--- config.mk ---
export PLATFORM = sky130hd
export DESIGN_NAME = hilo_muldiv_unit
export DESIGN_NICKNAME = d
export VERILOG_FILES = /design/src/rtl/hilo_muldiv_pkg.sv /design/src/rtl/hilo_muldiv_unit_div_radix2_iter.sv /design/src/rtl/hilo_muldiv_unit.sv
export SDC_FILE = /design/constraint.sdc
export NUM_CORES = 2
export LEC_CHECK = 0
export CAP_MARGIN = 20
export CELL_PAD_IN_SITES_DETAIL_PLACEMENT = 1
export CELL_PAD_IN_SITES_GLOBAL_PLACEMENT = 2
export CORE_ASPECT_RATIO = 1.25
export CORE_MARGIN = 5
export CORE_UTILIZATION = 40
export CTS_CLUSTER_DIAMETER = 200
export DETAILED_ROUTE_END_ITERATION = 10
export PLACE_DENSITY = 0.8
export SKIP_CTS_REPAIR_TIMING = 1
export SYNTH_ARGS = -nofsm -noshare
export SYNTH_HDL_FRONTEND = slang
export SYNTH_SLANG_ARGS = --single-unit
--- constraint.sdc ---
create_clock -name clk -period 10.25 [get_ports clk]
set_input_delay 1.025 -clock clk [delete_from_list [all_inputs] [get_ports clk]]
set_output_delay 1.025 -clock clk [all_outputs]
set_load 0.02 [all_outputs]
--- src/rtl/hilo_muldiv_pkg.sv ---
// Shared encodings for the HI/LO multiply/divide unit: ALU op codes, FSM states
// and the divider iteration count.
package hilo_muldiv_pkg;

  localparam logic [7:0] EXE_MFHI_OP  = 8'b0001_0000;
  localparam logic [7:0] EXE_MTHI_OP  = 8'b0001_0001;
  localparam logic [7:0] EXE_MFLO_OP  = 8'b0001_0010;
  localparam logic [7:0] EXE_MTLO_OP  = 8'b0001_0011;
  localparam logic [7:0] EXE_MULT_OP  = 8'b0001_1000;
  localparam logic [7:0] EXE_MULTU_OP = 8'b0001_1001;
  localparam logic [7:0] EXE_DIV_OP   = 8'b0001_1010;
  localparam logic [7:0] EXE_DIVU_OP  = 8'b0001_1011;

  localparam int HILO_DIV_ITERS = 32;

  typedef enum logic [1:0] {
    HILO_IDLE = 2'd0,
    HILO_MUL  = 2'd1,
    HILO_DIV  = 2'd2,
    HILO_DONE = 2'd3
  } hilo_state_e;

endpackage

--- src/rtl/hilo_muldiv_unit_div_radix2_iter.sv ---
// One restoring radix-2 division step: shift the next dividend bit into the
// partial remainder and subtract the divisor if it fits.
module div_radix2_iter #(
  parameter int W = 32
) (
  input  logic [W-1:0] rem,
  input  logic [W-1:0] quo,
  input  logic [W-1:0] dvsr,
  output logic [W-1:0] rem_nxt,
  output logic [W-1:0] quo_nxt
);

  logic [W:0] shifted;
  logic [W:0] diff;

  // Remainder stays below the divisor, so the top bit of diff is a clean borrow flag.
  assign shifted = {rem, quo[W-1]};
  assign diff    = shifted - {1'b0, dvsr};
  assign rem_nxt = diff[W] ? shifted[W-1:0] : diff[W-1:0];
  assign quo_nxt = {quo[W-2:0], ~diff[W]};

endmodule

--- src/rtl/hilo_muldiv_unit.sv ---
// E-stage HI/LO unit: owns HI/LO, runs multi-cycle MULT/DIV behind a pipeline
// stall, and serves MTHI/MTLO/MFHI/MFLO.
module hilo_muldiv_unit
  import hilo_muldiv_pkg::*;
#(
  parameter int MUL_CYCLES = 2,
  parameter int DATA_W     = 32
) (
  input  logic              clk,
  input  logic              resetn,
  input  logic              valid_i,
  input  logic [7:0]        alucontrol_i,
  input  logic [DATA_W-1:0] a_i,
  input  logic [DATA_W-1:0] b_i,
  input  logic              flush_i,
  output logic              stall_o,
  output logic [DATA_W-1:0] result_o,
  output logic [DATA_W-1:0] hi_o,
  output logic [DATA_W-1:0] lo_o
);

  hilo_state_e         state;
  logic [4:0]          cnt;
  logic [2*DATA_W-1:0] acc;    // product, or {remainder, quotient} while dividing
  logic [DATA_W-1:0]   dvsr;
  logic [DATA_W-1:0]   hi, lo;
  logic                op_div, neg_q, neg_r;

  logic                is_mul, is_div, sgn, issue;
  logic                a_neg, b_neg;
  logic [DATA_W-1:0]   abs_a, abs_b, rem_nxt, quo_nxt, quo_fix, rem_fix;
  logic [2*DATA_W-1:0] ext_a, ext_b;

  assign is_mul = alucontrol_i inside {EXE_MULT_OP, EXE_MULTU_OP};
  assign is_div = alucontrol_i inside {EXE_DIV_OP, EXE_DIVU_OP};
  assign sgn    = alucontrol_i inside {EXE_MULT_OP, EXE_DIV_OP};
  assign issue  = valid_i & ~flush_i & (state == HILO_IDLE) & (is_mul | is_div);

  assign stall_o = ~flush_i & (issue | state == HILO_MUL | state == HILO_DIV);

  // Low 64 bits of the extended product are correct for both signednesses.
  assign a_neg = sgn & a_i[DATA_W-1];
  assign b_neg = sgn & b_i[DATA_W-1];
  assign ext_a = {{DATA_W{a_neg}}, a_i};
  assign ext_b = {{DATA_W{b_neg}}, b_i};
  assign abs_a = a_neg ? -a_i : a_i;
  assign abs_b = b_neg ? -b_i : b_i;

  div_radix2_iter #(.W(DATA_W)) u_iter (
    .rem     (acc[2*DATA_W-1:DATA_W]),
    .quo     (acc[DATA_W-1:0]),
    .dvsr    (dvsr),
    .rem_nxt (rem_nxt),
    .quo_nxt (quo_nxt)
  );

  assign quo_fix = neg_q ? -acc[DATA_W-1:0]        : acc[DATA_W-1:0];
  assign rem_fix = neg_r ? -acc[2*DATA_W-1:DATA_W] : acc[2*DATA_W-1:DATA_W];

  // NOTE: sequential state uses non-blocking assignments so every register
  // samples pre-edge values regardless of statement order.
  always_ff @(posedge clk or negedge resetn) begin
    if (!resetn) begin
      state  <= HILO_IDLE;
      cnt    <= '0;
      acc    <= '0;
      dvsr   <= '0;
      hi     <= '0;
      lo     <= '0;
      op_div <= 1'b0;
      neg_q  <= 1'b0;
      neg_r  <= 1'b0;
    end else if (flush_i) begin
      state <= HILO_IDLE;
    end else begin
      unique case (state)
        HILO_IDLE: begin
          if (issue && is_mul) begin
            acc    <= ext_a * ext_b;
            cnt    <= 5'(MUL_CYCLES - 1);
            op_div <= 1'b0;
            state  <= HILO_MUL;
          end else if (issue) begin
            acc    <= {{DATA_W{1'b0}}, abs_a};
            dvsr   <= abs_b;
            neg_q  <= a_neg ^ b_neg;
            neg_r  <= a_neg;
            cnt    <= 5'(HILO_DIV_ITERS - 1);
            op_div <= 1'b1;
            state  <= HILO_DIV;
          end else if (valid_i) begin
            if (alucontrol_i == EXE_MTHI_OP) hi <= a_i;
            if (alucontrol_i == EXE_MTLO_OP) lo <= a_i;
          end
        end
        HILO_MUL: begin
          if (cnt == 5'd0) state <= HILO_DONE;
          else             cnt   <= cnt - 5'd1;
        end
        HILO_DIV: begin
          acc <= {rem_nxt, quo_nxt};
          if (cnt == 5'd0) state <= HILO_DONE;
          else             cnt   <= cnt - 5'd1;
        end
        HILO_DONE: begin
          hi    <= op_div ? rem_fix : acc[2*DATA_W-1:DATA_W];
          lo    <= op_div ? quo_fix : acc[DATA_W-1:0];
          state <= HILO_IDLE;
        end
      endcase
    end
  end

  // NOTE: result_o gets a default before the case so no latch is inferred.
  always_comb begin
    result_o = '0;
    case (alucontrol_i)
      EXE_MFHI_OP: result_o = hi;
      EXE_MFLO_OP: result_o = lo;
      default:     ;
    endcase
  end

  assign hi_o = hi;
  assign lo_o = lo;

endmodule

; ---- Word level (Yosys, flattened, before mapping)
; Index checks and enable logic that the tools add are counted.
[classes]
mux = 32
eq_ne = 20
bitwise = 13
add_sub_neg = 6
n_reduce_logical = 18
n_mul = 1
[ops]
columns = operator, count
row1 = $mux W32, 15
row2 = $pmux W32 S2, 3
row3 = $mux W64, 2
row4 = $neg A32 Y32, 4
row5 = $pmux W64 S2, 1
row6 = $eq A8 B5 Y1 const B, 8
row7 = $mul A33 B33 Y64, 1
row8 = $sub A33 B32 Y33, 1
row9 = $mux W5, 3
row10 = $reduce_bool A2 Y1, 7
row11 = $reduce_and A6 Y1, 2
row12 = $pmux W5 S2, 1
row13 = $mux W2, 4
row14 = $ne A2 B2 Y1 const B, 4
row15 = $reduce_and A4 Y1, 2
row16 = $and A1 B1 Y1, 6
row17 = $pmux W2 S3, 1
row18 = $reduce_and A3 Y1, 2
row19 = $logic_not A5 Y1, 1
row20 = $sub A5 B1 Y5 const B, 1
row21 = $eq A2 B2 Y1 const B, 2
row22 = $ne A2 B1 Y1 const B, 2
row23 = $ne A4 B3 Y1 const B, 1
row24 = $ne A3 B1 Y1 const B, 1
row25 = other kinds (10), 15
[word_totals]
out_inout_bits = 97
ff_bits = 170

; ---- Depth between registers and ports, before layout
[depth]
word_depth = 8
mapped_depth = 35

; ---- Modules after synthesis
; Synthesis repeated with hierarchy kept, for this count alone.
[unflattened]
cells_unflattened = 5928
hier_area_um2 = 51433.1
[modules_own_cells]
columns = mod, instances, cells_each, seq_area_each_um2, area_each_um2
row1 = hilo_muldiv_unit, 1, 5592, 4254.1, 48841.8
row2 = div_radix2_iter, 1, 336, 0.0, 2591.2

; ---- Least setup slack after synthesis
; Ideal clock, no wire load.
[synth_timing]
path_type = input-to-reg
startpoint = input alucontrol_i[2]
endpoint = register acc[60]
path_buffers = 3
setup_time_ps = 141
path_stages = 33
slack_ps = 400
arrival_ps = 9709
cell_sequence = or4_1 -> nor3_2 -> and2_1 -> clkbuf_1 -> buf_2 -> buf_1 -> nand2_1 -> inv_1 -> fa_1 -> inv_1 -> fa_1 -> inv_1 -> fa_1 -> fa_1 -> inv_1 -> fa_1 -> inv_1 -> fa_1 -> inv_1 -> fa_1 -> fa_1 -> inv_1 -> ha_1 -> a21oi_1 -> o21ai_0 -> a2111o_1 -> a21oi_1 -> nor2_1 -> a41oi_1 -> o21ai_0 -> a221o_1 -> o21ai_0 -> a31oi_1
[synth_between]
elab_chain_cells = 7
[synth_lines]
columns = element, line_no
row1 = start: declaration, hilo_muldiv_unit.sv:12  ; input logic [7:0] alucontrol_i,
row2 = "parallel branches: the longest is 7 deep, another holds $mul A33 B33 Y64", -
row3 = end signal: assignment, hilo_muldiv_unit.sv:79  ; acc <= ext_a * ext_b;
row4 = end signal: assignment, hilo_muldiv_unit.sv:84  ; acc <= {{DATA_W{1'b0}}, abs_a};
row5 = end signal: assignment, hilo_muldiv_unit.sv:101  ; acc <= {rem_nxt, quo_nxt};
row6 = end: declaration, hilo_muldiv_unit.sv:24  ; logic [2*DATA_W-1:0] acc;
; Parallel ways; which one is timed is not known.
; A chain may end at the register's enable or synchronous reset.

; ---- Final worst setup path
[layout_timing]
startpoint = input alucontrol_i[2]
endpoint = register acc[62]
; The elaborated chain is that of the path after synthesis.

==> summary by stage <==
Critical path
The kind of launch point of the worst setup path is a primary input. The reg-to-reg startpoint is acc[31]$_DFFE_PN0P_. Setup slack on the worst reg-to-reg path comes out at 6080 ps. STA classifies the critical path endpoint as a register.

The terminus of the critical flop-to-flop path is acc[35]$_DFFE_PN0P_. For the worst setup path, the data required time is 10570 ps. Among all stages on the critical path, the largest delay is contributed by sky130_fd_sc_hd__fa_1.

The largest fanout on the critical path is 13. The peak per-stage delay on the critical path is 610 ps. The data arrival time of the critical path is approximately 10000 ps. The depth of the worst register-to-register path is 14. The most frequent cell on the critical path is sky130_fd_sc_hd__fa_1. The critical path is of the in -> reg type.

Run
Across the run, the number of max-cap violations was 0.

Synth
The synthesized design contains 0 enable-type register cells. Counting flops with an async set or reset pin after synthesis yields a share of between 90% and 100%. After synthesis, the netlist uses 93 different library cells. The area of the mapped netlist is around 51000 sq um. After synthesis, the cell types taking the most area are sky130_fd_sc_hd__fa_1, sky130_fd_sc_hd__inv_1, sky130_fd_sc_hd__dfrtp_1. The synthesized design spends more area on one cell type than any other, namely sky130_fd_sc_hd__fa_1. Synthesis produced a netlist with a net count of 7368. Among all cell types in the netlist, the one instantiated most often is sky130_fd_sc_hd__inv_1.

In the synthesized netlist the dominant register cell turns out to be sky130_fd_sc_hd__dfrtp_1. The synthesized design contains 170 register bits. The mean area per synthesized cell is just under 9 sq um.

In this run the biggest area consumer among cell types represents 44.1% of the synthesized area. By count the netlist is led by sky130_fd_sc_hd__inv_1, sky130_fd_sc_hd__fa_1, sky130_fd_sc_hd__nand2_1. The number of cells produced by synthesis is ~5900. Sequential elements use under 10% of the synthesized area.

The count of synthesis-stage warnings from yosys is 0.

Placement
The number of input and output port buffers inserted is 172. Summed over all nets, the half-perimeter wirelength after detailed placement is between 150000 and 200000 um. Once placement completed, the tool counted placed cells totaling 7632. Routability-driven placement finished with a final weighted congestion of around 0.93. The worst slack at placement is -77.2 ps.

STA
The minimum hold slack is 484 ps. The routed design could run at a clock period as short as roughly 9700 ps. The slack of the critical path is 579 ps.

The final setup skew is 12.3 ps. Setup repair after global routing left no endpoint under its margin. In the finished design, the share of the clock period the worst path needs comes to between 90% and 100%. Headroom to the max-slew limit came out at 28.7%. The number of slew-limit violations in the final report is 0.

The hold violation total from the final report was 0. The fmax is between 100 and 150 MHz. At the pin with the least slew margin, the transition time is 1070 ps. Setup violations remaining at the end of the flow were counted as 0.

Worst hold path
The endpoint with the worst hold slack is dvsr[10]$_DFFE_PN0P_. The worst hold path passes through 2 cells. The path class of the tightest hold or removal check is reg -> reg. The source of the worst hold timing path is dvsr[10]$_DFFE_PN0P_.

Floorplan
The placeable core region is between 100000 and 150000 sq um. The total number of placement rows is 146. The die is 330 um wide.

The height of the chip is 410 um. The effective utilization at floorplan is 40.3%. 173 I/O pins were placed.

The die outline area is 135000 sq um.

Clock network
The clock-pin slew reported for the worst setup and hold paths after clock tree synthesis is 80 ps. The clock reaches the later pin of the worst-skew pair after 460 ps. The total CTS buffers is 17. The number of clock sinks is 170. The clock tree buffer depth is 2.

The TritonCTS clock tree is built. CTS placed an instance of sky130_fd_sc_hd__clkbuf_16 at the clock tree root. The H-tree was split into 4 levels.

Route
The number of iterations in the first detailed-routing pass is 7. The via count normalized by instance count is 5.33. The detailed router finished its first iteration with 1995 violations. The via count is between 40000 and 50000. The overall routed net length is 183000 um. The routed length per placed instance is 23.9 um.

The number of DRC violations after detailed routing is 0. In this run the remaining antenna-violating nets after routing total 0.

Global routing
Entering global routing, the biggest net connects 84 pins. The via count of the first global-routing pass is 46300. The initial antenna violation count came to 12. The total grt overflow is 0.

For this run, the total global-route usage over all layers was measured as around 28%. The first global-routing pass estimated 284000 um of wire.

Cells and area
For this run, the number of standard cells in the final layout without fillers is 7669. Cells fill 44.0% of the core in the end. Counting the fill cells in the layout gives roughly 15000. The post-route netlist has 6.19% of its cells at a drive strength greater than 1. The relative area change from synthesis to final layout is 9.20%. At the end of the flow, the number of nets in the layout was 7407.

Outcome
The run finished with clean final reports.
-- layout make-up --
class,instances,area [sq um],area share [%]
multi-input combinational,4154,40900,73.3
sequential,170,4250,7.62
clock buffer,19,453,0.812
inverter,1207,4530,8.12
tap,1702,2130,3.82
antenna,4,10.0,0.0179
clock inverter,13,160,0.287
timing repair buffer,400,3340,5.99
-- flip-flops by register name, indices dropped and copies added (netlist names) --
signal / cells
acc: 64
cnt: 5
dvsr: 32
hi_o: 32
lo_o: 32
neg_q: 1
neg_r: 1
op_div: 1
state: 2
-- cell usage in the layout (no fill, tap or decap), drive strengths merged, types with 21 or more instances in the layout --
cell / netlist / routed
inv: 1205 / 1209
fa: 1126 / 1126
nand2: 990 / 990
and2: 294 / 294
buf: 84 / 279
ha: 255 / 255
o21ai: 251 / 251
nor2: 238 / 238
a21oi: 185 / 185
dfrtp: 170 / 170
clkdlybuf4s50: 0 / 121
xnor2: 111 / 111
xor2: 95 / 95
a211oi: 57 / 57
a21o: 54 / 54
mux2i: 46 / 46
nand3: 41 / 41
and3: 39 / 39
nor3: 38 / 38
o31ai: 28 / 28
nor2b: 27 / 27
or3: 24 / 24
nand4: 21 / 21
a31oi: 21 / 21
-- per-stage QoR --
step / TNS, ps / area [sq um]
2_1_floorplan: 0 / 51100
3_3_place_gp: 0 / 55100
3_5_place_dp: -239 / 55100
4_1_cts: 0 / 55800
5_1_grt: 0 / 55800
6_report: 0 / 55800
-- routing by layer --
layer  share of wire [%]  vias to the layer above  track usage [%]  wire, um
met2                  51                      985             49.3     93300
met4                 3.8                        6             8.61      6880
met5               0.019                        -                0        35
li1                    -                    17900                -         -
met3                 5.2                      250             3.27      9430
met1                  40                    21700             34.7     73500
-- cell families (layout without fill, tap and decap cells) --
group / after synthesis / count (layout) / synth area share (%)
DFF: 170 / 170 / 8.33
AOI/OAI and AO/OA: 734 / 734 / 9.08
and+or+nand+nor: 1780 / 1780 / 15.9
adders and majority gates: 1381 / 1381 / 50.4
xor gates and xnor gates: 206 / 206 / 3.53
muxes: 53 / 53 / 1.07
other: 0 / 4 / 0
buffers and inverters: 1587 / 1639 / 11.7
-- critical path: cells and delay by family --
| family | cells | cell delay [ps] |
|---|---|---|
| adder cells (fa/ha/maj) | 9 | 4340 |
| AO/OA/AOI/OAI | 8 | 1610 |
| AND/OR/NAND/NOR | 6 | 1510 |
| buffers and inverters | 8 | 1440 |
-- worst max-delay path by stage --
stage	start	end	slack, ps	cells after the start
after global routing	alucontrol_i[5]	acc[62]$_DFFE_PN0P_	40	35
after floorplan	alucontrol_i[2]	acc[60]$_DFFE_PN0P_	400	33
after detailed placement	alucontrol_i[2]	acc[60]$_DFFE_PN0P_	-80	30
after global placement	alucontrol_i[5]	acc[60]$_DFFE_PN0P_	80	31
final	alucontrol_i[2]	acc[62]$_DFFE_PN0P_	580	31
after CTS	alucontrol_i[2]	acc[62]$_DFFE_PN0P_	400	31
Power is left out: the tool's default activity adds up to more than one toggle a clock period on the data nets, which glitch-free logic cannot reach.
